===== src/rtl/fp_to_int_pkg.sv =====
// Shared FPU definitions: binary32 field layout, rounding-mode codes,
// integer saturation constants and operand classification.
package fp_to_int_pkg;

   localparam int unsigned EXP_W  = 8;
   localparam int unsigned FRAC_W = 23;
   localparam int unsigned BIAS   = 127;

   localparam logic [EXP_W-1:0] EXP_MAX = '1;

   localparam logic [31:0] INT_MAX  = 32'h7FFF_FFFF;
   localparam logic [31:0] INT_MIN  = 32'h8000_0000;
   localparam logic [31:0] UINT_MAX = 32'hFFFF_FFFF;

   // binary32 encoding of exactly -2^31, the only E = 31 value that fits a signed int
   localparam logic [31:0] F32_NEG_2P31 = 32'hCF00_0000;

   typedef enum logic [2:0] {
      RM_RNE = 3'b000,
      RM_RTZ = 3'b001,
      RM_RDN = 3'b010,
      RM_RUP = 3'b011,
      RM_RMM = 3'b100
   } rm_e;

   typedef enum logic [1:0] {
      CLS_NUM,
      CLS_ZERO,
      CLS_NAN,
      CLS_SAT
   } cls_e;

   // Result for NaN and for saturating (infinite or out-of-range) operands
   function automatic logic [31:0] sat_value(input logic uns, input logic sign, input cls_e cls);
      logic [31:0] v;
      if (cls == CLS_NAN) begin
         v = uns ? UINT_MAX : INT_MAX;
      end else if (uns) begin
         v = sign ? '0 : UINT_MAX;
      end else begin
         v = sign ? INT_MIN : INT_MAX;
      end
      return v;
   endfunction

endpackage


===== src/rtl/fp_round_inc.sv =====
// Rounding-increment decision shared by FPU conversion and arithmetic units.
// Unknown rounding-mode codes round toward zero.
module fp_round_inc
   import fp_to_int_pkg::*;
(
   input  logic [2:0] i_rm,
   input  logic       i_sign,
   input  logic       i_lsb,
   input  logic       i_guard,
   input  logic       i_sticky,
   output logic       o_inc
);

   // Pick the increment according to the rounding mode
   always_comb begin
      o_inc = 1'b0;
      case (i_rm)
         RM_RNE:  o_inc = i_guard & (i_sticky | i_lsb);
         RM_RTZ:  o_inc = 1'b0;
         RM_RDN:  o_inc = i_sign & (i_guard | i_sticky);
         RM_RUP:  o_inc = ~i_sign & (i_guard | i_sticky);
         RM_RMM:  o_inc = i_guard;
         default: o_inc = 1'b0;
      endcase
   end

endmodule


===== src/rtl/fp_to_int.sv =====
// Three-stage binary32 -> int32/uint32 converter (fcvt.w.s / fcvt.wu.s)
// with RISC-V saturation, NV/NX flags and a global valid/ready stall.
module fp_to_int
   import fp_to_int_pkg::*;
(
   input  logic        clk,
   input  logic        rst,
   input  logic        in_valid,
   output logic        in_ready,
   input  logic [31:0] in_a,
   input  logic        in_unsigned,
   input  logic [2:0]  in_rm,
   output logic        out_valid,
   input  logic        out_ready,
   output logic [31:0] out_int,
   output logic        out_nv,
   output logic        out_nx
);

   // ---------------- stage 1: decompose, classify, shift amount ----------------
   logic              w_sign;
   logic [EXP_W-1:0]  w_exp;
   logic [FRAC_W-1:0] w_frac;
   logic signed [8:0] w_e_unb;
   cls_e              w_cls;
   logic              w_small;
   logic              w_small_g;
   logic              w_small_st;

   logic              r1_valid;
   logic              r1_sign;
   logic              r1_uns;
   logic [2:0]        r1_rm;
   cls_e              r1_cls;
   logic              r1_small;
   logic              r1_small_g;
   logic              r1_small_st;
   logic [FRAC_W:0]   r1_mant;
   logic [5:0]        r1_shamt;

   // ---------------- stage 2: barrel shift, guard/sticky ----------------
   logic [63:0]       w_wide;
   logic [31:0]       w_mag;
   logic              w_g;
   logic              w_st;

   logic              r2_valid;
   logic              r2_sign;
   logic              r2_uns;
   logic [2:0]        r2_rm;
   cls_e              r2_cls;
   logic [31:0]       r2_mag;
   logic              r2_g;
   logic              r2_st;

   // ---------------- stage 3: round, negate, saturate ----------------
   logic              w_inc;
   logic [31:0]       w_mag_rnd;
   logic [31:0]       w_res;
   logic              w_nv;
   logic              w_nx;

   logic              r3_valid;
   logic [31:0]       r3_int;
   logic              r3_nv;
   logic              r3_nx;

   logic              w_adv;

   assign w_adv     = ~(r3_valid & ~out_ready);
   assign in_ready  = w_adv;
   assign out_valid = r3_valid;
   assign out_int   = r3_int;
   assign out_nv    = r3_nv;
   assign out_nx    = r3_nx;

   assign w_sign  = in_a[31];
   assign w_exp   = in_a[FRAC_W +: EXP_W];
   assign w_frac  = in_a[FRAC_W-1:0];
   assign w_e_unb = 9'({1'b0, w_exp}) - 9'(BIAS);

   // Classify the operand; values below 1.0 skip the shifter with precomputed guard/sticky
   always_comb begin
      w_cls      = CLS_NUM;
      w_small    = 1'b0;
      w_small_g  = 1'b0;
      w_small_st = 1'b0;
      if (w_exp == EXP_MAX) begin
         if (w_frac != '0) begin
            w_cls = CLS_NAN;
         end else begin
            w_cls = CLS_SAT;
         end
      end else if (w_exp == '0) begin
         if (w_frac == '0) begin
            w_cls = CLS_ZERO;
         end else begin
            w_small    = 1'b1;
            w_small_st = 1'b1;
         end
      end else if (w_e_unb < 9'sd0) begin
         w_small    = 1'b1;
         w_small_g  = (w_e_unb == -9'sd1);
         w_small_st = (w_e_unb != -9'sd1) | (|w_frac);
      end else if (in_unsigned) begin
         if (w_e_unb >= 9'sd32) begin
            w_cls = CLS_SAT;
         end
      end else if ((w_e_unb >= 9'sd31) && (in_a != F32_NEG_2P31)) begin
         w_cls = CLS_SAT;
      end
   end

   // Stage 1 register; shift amount places 1.f into a Q32.32 word (E + 9)
   always_ff @(posedge clk) begin
      if (rst) begin
         r1_valid    <= 1'b0;
         r1_sign     <= 1'b0;
         r1_uns      <= 1'b0;
         r1_rm       <= '0;
         r1_cls      <= CLS_ZERO;
         r1_small    <= 1'b0;
         r1_small_g  <= 1'b0;
         r1_small_st <= 1'b0;
         r1_mant     <= '0;
         r1_shamt    <= '0;
      end else if (w_adv) begin
         r1_valid    <= in_valid;
         r1_sign     <= w_sign;
         r1_uns      <= in_unsigned;
         r1_rm       <= in_rm;
         r1_cls      <= w_cls;
         r1_small    <= w_small;
         r1_small_g  <= w_small_g;
         r1_small_st <= w_small_st;
         r1_mant     <= {1'b1, w_frac};
         r1_shamt    <= w_e_unb[5:0] + 6'd9;
      end
   end

   // Align the mantissa: integer part in [63:32], guard at 31, sticky below
   always_comb begin
      w_wide = {40'd0, r1_mant} << r1_shamt;
      w_mag  = w_wide[63:32];
      w_g    = w_wide[31];
      w_st   = |w_wide[30:0];
      if (r1_small) begin
         w_mag = '0;
         w_g   = r1_small_g;
         w_st  = r1_small_st;
      end
   end

   // Stage 2 register
   always_ff @(posedge clk) begin
      if (rst) begin
         r2_valid <= 1'b0;
         r2_sign  <= 1'b0;
         r2_uns   <= 1'b0;
         r2_rm    <= '0;
         r2_cls   <= CLS_ZERO;
         r2_mag   <= '0;
         r2_g     <= 1'b0;
         r2_st    <= 1'b0;
      end else if (w_adv) begin
         r2_valid <= r1_valid;
         r2_sign  <= r1_sign;
         r2_uns   <= r1_uns;
         r2_rm    <= r1_rm;
         r2_cls   <= r1_cls;
         r2_mag   <= w_mag;
         r2_g     <= w_g;
         r2_st    <= w_st;
      end
   end

   fp_round_inc u_round_inc (
      .i_rm     (r2_rm),
      .i_sign   (r2_sign),
      .i_lsb    (r2_mag[0]),
      .i_guard  (r2_g),
      .i_sticky (r2_st),
      .o_inc    (w_inc)
   );

   // Round, apply sign, and resolve saturation and flags
   always_comb begin
      w_res     = '0;
      w_nv      = 1'b0;
      w_nx      = 1'b0;
      w_mag_rnd = r2_mag + {31'd0, w_inc};
      case (r2_cls)
         CLS_NAN, CLS_SAT: begin
            w_res = sat_value(r2_uns, r2_sign, r2_cls);
            w_nv  = 1'b1;
         end
         CLS_ZERO: begin
            w_res = '0;
         end
         default: begin
            if (r2_uns && r2_sign) begin
               // negative to unsigned: only a value that rounds to zero is representable
               if (w_mag_rnd != '0) begin
                  w_nv = 1'b1;
               end else begin
                  w_nx = r2_g | r2_st;
               end
            end else begin
               w_nx  = r2_g | r2_st;
               w_res = r2_sign ? (~w_mag_rnd + 32'd1) : w_mag_rnd;
            end
         end
      endcase
   end

   // Stage 3 / output register, held while the consumer stalls
   always_ff @(posedge clk) begin
      if (rst) begin
         r3_valid <= 1'b0;
         r3_int   <= '0;
         r3_nv    <= 1'b0;
         r3_nx    <= 1'b0;
      end else if (w_adv) begin
         r3_valid <= r2_valid;
         r3_int   <= w_res;
         r3_nv    <= w_nv;
         r3_nx    <= w_nx;
      end
   end

endmodule


===== config.mk =====
export PLATFORM = sky130hd
export DESIGN_NAME = fp_to_int
export DESIGN_NICKNAME = d
export VERILOG_FILES = /design/src/rtl/fp_to_int_pkg.sv /design/src/rtl/fp_round_inc.sv /design/src/rtl/fp_to_int.sv
export SDC_FILE = /design/constraint.sdc
export NUM_CORES = 1
export LEC_CHECK = 0
export ABC_AREA = 1
export CORE_ASPECT_RATIO = 0.7
export CORE_MARGIN = 2
export CORE_UTILIZATION = 50
export CTS_CLUSTER_DIAMETER = 80
export DETAILED_ROUTE_END_ITERATION = 8
export PLACE_DENSITY_LB_ADDON = 0.2
export SYNTH_ARGS = -nofsm -noshare
export SYNTH_HDL_FRONTEND = slang
export SYNTH_SLANG_ARGS = --single-unit

===== constraint.sdc =====
create_clock -name clk -period 3.2 [get_ports clk]
set_input_delay 0.8 -clock clk [delete_from_list [all_inputs] [get_ports clk]]
set_output_delay 0.8 -clock clk [all_outputs]
set_load 0.05 [all_outputs]

# [Yosys cells after proc, flatten, opt, wreduce, memory -nomap -nowiden]
# Index checks and enable logic that the tools add are counted.
[word_totals] ff_bits=118 latch_bits=0 ramBits=0 mem_bits_ro=0 in_bits=40 out_inout_bits=36 elab_cells=98 memories=0
[op_classes] addsub=4 mul=0 n_div=0 magnitude_cmp=3 n_eq_ne=10 shift=1 n_mux=36 bitwise=11 reduce_logical=11
[ops] cell="32-bit two-way mux" n=8
[ops] cell="32-bit case mux with 2 select lines" n=1
[ops] cell="24-bit by 6-bit << shifter with 64-bit output" n=1
[ops] cell="32-bit by 1-bit adder with 32-bit output" n=1
[ops] cell="32-bit by 1-bit adder with 32-bit output (second input constant)" n=1
[ops] cell="32-bit inequality test (second input constant)" n=1
[ops] cell="32-bit NOT" n=1
[ops] cell="32-bit nonzero test" n=1
[ops] cell="31-bit OR reduction" n=1
[ops] cell="23-bit zero test" n=1
[ops] cell="23-bit nonzero test" n=1
[ops] cell="23-bit OR reduction" n=1
[ops] cell="1-bit two-way mux" n=19
[ops] cell="2-bit two-way mux" n=6
[ops] cell="9-bit by 1-bit == test with 1-bit output (second input constant)" n=1
[ops] cell="9-bit by 6-bit greater-or-equal comparator with 1-bit output (second input constant)" n=1
[ops] cell="9-bit by 7-bit greater-or-equal comparator with 1-bit output (second input constant)" n=1
[ops] cell="9-bit by 1-bit < comparator with 1-bit output (second input constant)" n=1
[ops] cell="9-bit by 1-bit inequality test with 1-bit output (second input constant)" n=1
[ops] cell="8-bit by 7-bit subtractor with 9-bit output (second input constant)" n=1
[ops] cell="8-bit == test (second input constant)" n=1
[ops] cell="8-bit zero test" n=1
[ops] cell="6-bit by 4-bit adder with 6-bit output (second input constant)" n=1
[ops] cell="3-bit by 2-bit == test with 1-bit output (second input constant)" n=2
[ops] cell="12 further kinds" n=21

# [Depth between registers and ports, before layout]
# Gate-level depths: netlist of the first run.
[logic_depth] word_depth=9 depth_mapped=24 depth_no_buf=22

# [By module]
# From an unflattened synthesis of the first run, not the netlist that was laid out.
[unflattened] hier_cells=1487 area_unflattened_um2=8575.7
[modules_own_cells] module="fp_to_int" instances=1 cells_per_inst=1469 area_per_inst_um2=8508.2 seq_area_each_um2=2362.3
[modules_own_cells] module="fp_round_inc" instances=1 cells_per_inst=18 area_per_inst_um2=67.6 seq_area_each_um2=0.0

# [Worst setup path before layout of the first run]
# OpenSTA, ideal clock, no wires.
[synth_timing] path_type="register to register" start="register r2_sign" end="register r3_int[30] (netlist: out_int[30])" setup_time_ns=0.130 arrival_time_ns=3.044 t_required_ns=3.070 slack_ns=0.026 path_stages_with_launch=22 n_path_buf=3 period_less_slack_ns=3.174 path_cell_list="dfxtp_1 > clkbuf_1 > clkinv_1 > clkbuf_1 > nand2_1 > a221oi_1 > ha_1 > ha_1 > nand2_1 > nor2_1 > buf_4 > nand3_1 > nand2_1 > nand2_2 > nor2_2 > nand2_1 > nor2_1 > nand2_1 > o21bai_1 > nand3_1 > nand3_1 > a21oi_1"
[synth_via] elab_chain_cells=9 word_cells_on_any_way=15 classes_between="add/sub (2); mux (8); bitwise (4); reduce/logical (1)"
[synth_rtl] item="from (decl)" line="fp_to_int.sv:48" text="logic r2_sign;"
[synth_rtl] item="from (signal assigned)" line="fp_to_int.sv:167" text="r2_sign <= r1_sign;"
[synth_rtl] item="1-bit NOT" line="fp_round_inc.sv:21" text="RM_RUP: o_inc = ~i_sign & (i_guard | i_sticky);"
[synth_rtl] item="1-bit AND" line="fp_round_inc.sv:21"
[synth_rtl] item="1-bit case mux with 4 select lines" line="fp_round_inc.sv:17" text="case (i_rm)"
[synth_rtl] item="32-bit by 1-bit adder with 32-bit output" line="fp_to_int.sv:191" text="w_mag_rnd = r2_mag + {31'd0, w_inc};"
[synth_rtl] item="32-bit NOT" line="fp_to_int.sv:210" text="w_res = r2_sign ? (~w_mag_rnd + 32'd1) : w_mag_rnd;"
[synth_rtl] item="32-bit by 1-bit adder with 32-bit output" line="fp_to_int.sv:210"
[synth_rtl] item="32-bit two-way mux" line="fp_to_int.sv:210"
[synth_rtl] item="32-bit two-way mux" line="fp_to_int.sv:201" text="if (r2_uns && r2_sign) begin"
[synth_rtl] item="32-bit case mux with 2 select lines *" line="fp_to_int.sv:192" text="case (r2_cls)"
[synth_rtl] item="to (signal assigned)" line="fp_to_int.sv:225" text="r3_int <= w_res;"
[synth_rtl] item="to (decl)" line="fp_to_int.sv:64" text="logic [31:0] r3_int;"
# Mark *: on every way between the ends. The rest lies on a longest branch, timed or not.
# A chain may end at the register's enable or synchronous reset.

# [Final worst setup path of the first run]
[layout_timing] start="register r2_rm[0]" end="register r3_int[28] (netlist: out_int[28])"
[layout_via] elab_chain_cells=8 word_cells_on_any_way=11 classes_between="add/sub (2); eq/ne (3); mux (4); bitwise (1); reduce/logical (1)"
[layout_rtl] item="from (decl)" line="fp_to_int.sv:50" text="logic [2:0] r2_rm;"
[layout_rtl] item="from (signal assigned)" line="fp_to_int.sv:169" text="r2_rm <= r1_rm;"
[layout_rtl] item="3-bit == test, or another cell as far along" line="fp_round_inc.sv:17"
[layout_rtl] item="1-bit case mux with 4 select lines *" line="fp_round_inc.sv:17"
[layout_rtl] item="32-bit by 1-bit adder with 32-bit output *" line="fp_to_int.sv:191"
[layout_rtl] item="32-bit NOT" line="fp_to_int.sv:210"
[layout_rtl] item="32-bit by 1-bit adder with 32-bit output" line="fp_to_int.sv:210"
[layout_rtl] item="32-bit two-way mux *" line="fp_to_int.sv:210"
[layout_rtl] item="32-bit two-way mux *" line="fp_to_int.sv:201"
[layout_rtl] item="32-bit case mux with 2 select lines *" line="fp_to_int.sv:192"
# Marks and branches as above.

==> flow_metrics.tcl, run 1 <==
set metrics [dict create \
    timing.final.setup_violations 0 \
    floorplan.io_pins 76 \
    worst-slew-pin-transition_ns 0.771 \
    clock_insertion_delay_at_the_later_pin_of_the_skew_report_ns 0.43 \
    detail_route.wl_per_cell_um 17.0 \
    yosys_warnings 0 \
    cts.hold.buffers_added 0 \
    clock_path_buffers 2 \
    crit-reg2reg-launch "r2_rm[0]" \
    clock-sinks 118 \
    clock.fmax_mhz 319 \
    ys_async_sr_fraction_pct 0 \
    worstPathArrival_ns 3.49 \
    max-vdd-ir-drop_mv 0.284 \
    global_route.usage.total_pct 32.8 \
    capturing_element_type_of_the_critical_path "flip-flop" \
    synth.ff_latch_count 118 \
    synth_cell_type_count 47 \
    vias 10200 \
    power_leakage_nw 4.34 \
    holdPathStages 2 \
    max_slew_margin_pct 48.6 \
    via_count_of_the_first_global_routing_pass 8743 \
    status "finished clean" \
    post_drt_via_cell_ratio 5.77 \
    drive_gt1_share_pct 10.4 \
    finalWorstPathRequiredPeriod_ns 3.13 \
    worst_r2r_path_cells 19 \
    antenna_violating_nets_post_route 0 \
    gr-total-overflow 0 \
    clkTransAtPathRegs_ns 0.06 \
    cts_tree "built" \
    synth_cells 1470 \
    synth-main-ff-cell "dfxtp_1" \
    timing.critical_path.required_ns 3.56 \
    worstReg2RegEnd "out_int[28]" \
    chipHeight_um 114 \
    synth.area.top_cells "dfxtp_1 27%, nand2_1 18%, nand3_1 14%, nor2_1 7.5%, o21ai_0 7.0%" \
    place_hpwl_mm 22.7 \
    timing.hold.worst_endpoint "r2_valid" \
    worst_clock_skew_ns 0.00815 \
    netlist.area_leader.share_pct 27.5 \
    mostFrequentLayoutCell "nand2_1" \
    setup.worst_path.class "flip-flop to flip-flop" \
    io_buffer_count 75 \
    area_growth_syn_to_layout_pct 20.5 \
    detailedRoute.firstIterationViolations 1339 \
    slew_violations 0 \
    post_synth_instance_area_um2 8590 \
    antenna_found_initial 0 \
    chipWidth_um 161 \
    dpl.cell_count 1732 \
    critPathMaxFanout 4 \
    netlist.top_cell.by_area "dfxtp_1" \
    hold_path_class "flip-flop to flip-flop" \
    drt_drc_violations_left 0 \
    timing.critical_path.from_type "flip-flop" \
    initial_utilization_pct 50.6 \
    global_route_wire_length_before_repair_mm 47.1 \
    drt-pass1-iter-count 6 \
    timing.final.crit_share_pct 97.9 \
    report.final.hold_viol_count 0 \
    finalNetCount 1574 \
    std_cell_rows 40 \
    cts_made_buffers 17 \
    setup_tns_ns 0 \
    synth_fp_nets 1520 \
    synth_enable_flop_cells 0 \
    grt_start_max_net_pins 72 \
    clk_root_buffer_cell "clkbuf_16" \
    globalplace.congestion 0.952 \
    setup_slack_on_the_worst_flop_to_flop_path_ns 0.07 \
    post_synth.cell_area_avg_um2 5.84 \
    power_per_cell_area_nw_per_um2 496 \
    most-common-layout-cells "398 x nand2_1, 241 x nand3_1, 159 x nor2_1" \
    finish.cell_count_without_fillers 1767 \
    antennaDiodeCount 0 \
    synth_seq_area_share_pct 27.5 \
    fp.coreArea_um2 17000 \
    hp-start "r2_valid" \
    ctsHtreeMaxLevel 4 \
    floorplan.die_area_um2 18300 \
    wirelength_mm 30.0 \
    drv_cap 0 \
]
-- per-layer routing --
| metal | global-route usage [%] | share of wire, % | vias to the layer above |
|---|---|---|---|
| met2 | 42.6 | 36 | 505 |
| li1 | - | - | 4997 |
| met1 | 52.4 | 51 | 4670 |
| met4 | 6.49 | 0.85 | 0 |
| met5 | 0 | 0 | - |
| met3 | 9.35 | 12 | 25 |
-- Yosys cell counts, types with 2 or more instances --
library cell,instances
inv_1,83
nand4_1,16
clkinv_1,4
nor2_4,9
nand2_2,15
nand3_1,244
ha_1,10
o21bai_1,2
nor4_1,4
nor2_2,17
dfxtp_1,118
nor3_1,11
clkbuf_1,55
nand3_2,3
nor2_1,171
o21ai_0,121
buf_1,14
a21o_1,2
nand2_1,408
a22oi_1,3
o211ai_1,11
xor2_1,5
buf_2,5
inv_2,8
a21oi_2,2
and2_0,2
o21ai_1,3
xnor2_1,3
a21oi_1,91
a31oi_1,4
nand3b_1,7
o22ai_1,4
-- cells by family after synthesis --
| group | Yosys count | share of synthesized area, % |
|---|---|---|
| simple gates | 914 | 47.1 |
| compound gates | 249 | 15.5 |
| buf+inv | 171 | 7.67 |
| flops | 118 | 27.5 |
| fa+ha+maj | 10 | 1.46 |
| xor+xnor | 8 | 0.816 |
-- cell type report --
class | instances | area, um^2
Fill cell | 1658 | 6620
Multi-Input combinational cell | 1181 | 5720
Sequential cell | 118 | 2360
Timing Repair Buffer | 111 | 1060
Clock buffer | 17 | 425
Inverter | 95 | 357
Tap cell | 231 | 289
Clock inverter | 14 | 129
-- timing repair --
| item | 4_1_cts | 5_1_grt |
|---|---|---|
| pin swaps | 0 | 13 |
| cloned | 0 | 1 |
| setup endpoints to repair | 3 | 19 |
| resized for setup | 2 | 41 |
| setup buffers | 0 | 3 |
-- report_power, final --
| part | leakage [nW] | switching, mW | internal [mW] |
|---|---|---|---|
| Combinational | 3.10 | 1.10 | 0.511 |
| Clock | 0.266 | 0.779 | 1.07 |
| Sequential | 0.970 | 0.103 | 1.57 |
| Total | 4.34 | 1.98 | 3.15 |
-- state kept, by name, indices dropped and copies added (netlist names), 2 cells and up --
name	flops
out_int	32
r2_mag	32
r2_rm	3
r1_mant	24
r1_shamt	6
r2_cls	2
r1_cls	2
r1_rm	3
-- stage by stage --
stage | area [um^2] | power, mW | worst slack, ns | hold WS, ns | util [%]
CTS | 10200 | 5.03 | 0.00993 | 0.464 | 59.9
global route | 10400 | 5.37 | -0.0721 | 0.490 | 61.0
floorplan | 8590 | 2.72 | 0.0262 | 0.430 | -
global placement | 9600 | 3.19 | 0.0376 | 0.442 | 56.6
detailed placement | 9600 | 3.20 | 0.00307 | 0.455 | 56.6
finish | 10400 | 5.14 | 0.0668 | 0.463 | 61.0
-- worst max-delay path, cell delays in order, from the launching register on --
cell	delay, ns
dfxtp_1	0.33
or2_2	0.29
a21oi_1	0.18
a221oi_2	0.06
ha_2	0.25
ha_4	0.21
inv_1	0.10
ha_2	0.21
nand2_1	0.08
nor2_2	0.17
nand3_1	0.14
nor2_2	0.19
nand3_1	0.17
nor2_2	0.18
nand2_1	0.09
nand2_1	0.10
nand2_1	0.06
nand2_1	0.05
nand3_1	0.08
a21oi_2	0.13
-- how the worst max path moves through the flow --
stage | startpoint | to | slack [ns] | cells after the start
2_1_floorplan | r2_sign | out_int[30] | 0.03 | 21
3_5_place_dp | r2_st | out_int[26] | 0.003 | 21
3_3_place_gp | r2_st | out_int[26] | 0.04 | 22
6_report | r2_rm[0] | out_int[28] | 0.07 | 19
5_1_grt | r2_rm[0] | out_int[28] | -0.07 | 19
4_1_cts | r2_st | out_int[26] | 0.01 | 22
Note: power is estimated with default switching activity, not from simulation.
==> run 2, diff against run 1 <==
- CORE_UTILIZATION: 50 -> 58
- DONT_BUFFER_PORTS: unset -> 1
==> flow_metrics.tcl, run 2 (synthesis gave the netlist of run 1 again) <==
set metrics [dict create \
    std_cell_rows 37 \
    global_route.usage.total_pct 36.8 \
    capturing_element_type_of_the_critical_path "flip-flop" \
    cts.hold.buffers_added 0 \
    final.setup.worst_slack_ns 0.180 \
    cts_tree "built" \
    most-common-layout-cells "395 x nand2_1, 235 x nand3_1, 157 x nor2_1" \
    place_hpwl_mm 21.2 \
    timing.final.crit_share_pct 94.4 \
    finalWorstPathRequiredPeriod_ns 3.02 \
    detailedRoute.firstIterationViolations 1089 \
    setup.worst_path.class "flip-flop to flip-flop" \
    fp.coreArea_um2 14600 \
    ctsHtreeMaxLevel 4 \
    vias 9956 \
    timing.critical_path.from_type "flip-flop" \
    crit_family "simple AND/OR/NAND/NOR gates" \
    hold_path_class "input port to flip-flop" \
    finalNetCount 1492 \
    crit_path_cell_trace "or2_2 > a21oi_2 > a221oi_2 > ha_2 > ha_4 > inv_1 > nand2_1 > nand2_2 > nand3_2 > nor2_2 > nand2_1 > nor2_4 > nand3_4 > nor2_4 > nand3_2 > nand2_4 > nand2_1 > nand2_1 > nand3_1 > a21oi_1" \
    slowest_stage "dfxtp_1" \
    status "finished clean" \
    post_drt_via_cell_ratio 6.03 \
    path_common_cell "nand2_1" \
    clock_insertion_delay_at_the_later_pin_of_the_skew_report_ns 0.43 \
    floorplan.io_pins 76 \
    gr-total-overflow 0 \
    worst_clock_skew_ns 0.0110 \
    worst-slew-pin-transition_ns 1.10 \
    antenna_found_initial 0 \
    max_slew_margin_pct 26.9 \
    floorplan.die_area_um2 15800 \
    via_count_of_the_first_global_routing_pass 8800 \
    timing.final.setup_violations 0 \
    clock_path_buffers 2 \
    finalCoreUtilization_pct 66.1 \
    clk_root_buffer_cell "clkbuf_16" \
    worstPathArrival_ns 3.37 \
    detail_route.wl_per_cell_um 17.4 \
    drt-pass1-iter-count 6 \
    power_leakage_nw 4.09 \
    globalplace.congestion 0.998 \
    area_growth_syn_to_layout_pct 12.2 \
    clock.fmax_mhz 331 \
    timing.critical_path.required_ns 3.55 \
    power_per_cell_area_nw_per_um2 547 \
    hold_slack_ns 0.440 \
    chipHeight_um 106 \
    max-vdd-ir-drop_mv 0.332 \
    grt_start_max_net_pins 67 \
    antenna_violating_nets_post_route 0 \
    placement.setup.worst_slack_ns -0.0994 \
    drv_cap 0 \
    slew_violations 0 \
    io_buffer_count 0 \
    antennaDiodeCount 0 \
    clkTransAtPathRegs_ns 0.06 \
    crit_buf_inv 1 \
    chipWidth_um 149 \
    drive_gt1_share_pct 11.5 \
    clock-sinks 118 \
    report.final.hold_viol_count 0 \
    mostFrequentLayoutCell "nand2_1" \
    wirelength_mm 28.7 \
    critPathMaxFanout 5 \
    crit_path_max_incr_delay_ns 0.33 \
    drt_drc_violations_left 0 \
    global_route_wire_length_before_repair_mm 45.6 \
    cts_made_buffers 17 \
    setup_tns_ns 0 \
    initial_utilization_pct 58.9 \
]
[run 2: cell types whose count changed in the layout (fill, tap and decap cells not counted), moves of 3 or more]
cell | previous run | this run
clkinv_4 | 4 | 1
nor2_4 | 16 | 21
buf_4 | 33 | 27
nand3_2 | 5 | 10
bufinv_16 | 1 | 4
nand3_1 | 241 | 235
nor2_2 | 22 | 19
nand2_1 | 398 | 395
a21oi_1 | 91 | 88
a21oi_2 | 2 | 5
clkdlybuf4s50_1 | 74 | 0
[run 2: per-stage QoR]
step | instance area (um^2) | instances | power [mW]
2_1_floorplan | 8590 | 1470 | 2.72
3_3_place_gp | 8710 | 1612 | 3.04
3_5_place_dp | 8710 | 1612 | 3.05
4_1_cts | 9360 | 1644 | 5.13
5_1_grt | 9640 | 1650 | 5.53
6_report | 9640 | 1650 | 5.27
[run 2: repair_timing]
item | 4_1_cts | 5_1_grt
pin swaps | 1 | 21
buffers inserted | 0 | 6
gates resized for setup | 5 | 62
endpoints found under the setup margin | 12 | 21
[run 2: worst paths after layout]
check                start     endpoint  slack (ns)  depth (start not counted)
setup / recovery  r2_rm[0]  out_int[25]        0.18                         20
hold / removal         rst   r2_mag[24]        0.44                          1
setup reg to reg  r2_rm[0]  out_int[25]        0.18                         20
hold reg to reg   r2_valid    out_valid        0.47                          2
[run 2: where the power goes]
group	internal (mW)	leakage (nW)	switching, mW	total [mW]
Combinational	0.435	2.82	0.980	1.42
Clock	1.31	0.299	0.762	2.08
Sequential	1.57	0.970	0.206	1.78
Total	3.32	4.09	1.95	5.27
[run 2: area by class of cell]
type,instances,area [um^2]
multi-input cells,1181,5820
fillers,1365,4940
flip-flops and latches,118,2360
clock buffers,19,433
inverters,95,357
well taps,195,244
repair buffers,29,225
clock inverters,13,193
[run 2: per-layer routing]
metal | track usage (%) | wire length [um]
met5 | 0 | 0
met2 | 46.5 | 10700
met3 | 10.1 | 3720
met1 | 58.7 | 13900
met4 | 10.3 | 379
==> run 3, diff against run 2 <==
- SLEW_MARGIN: unset -> 15
==> results of run 3 <==
Final layout, timing and power as in run 2 (identical DEF).
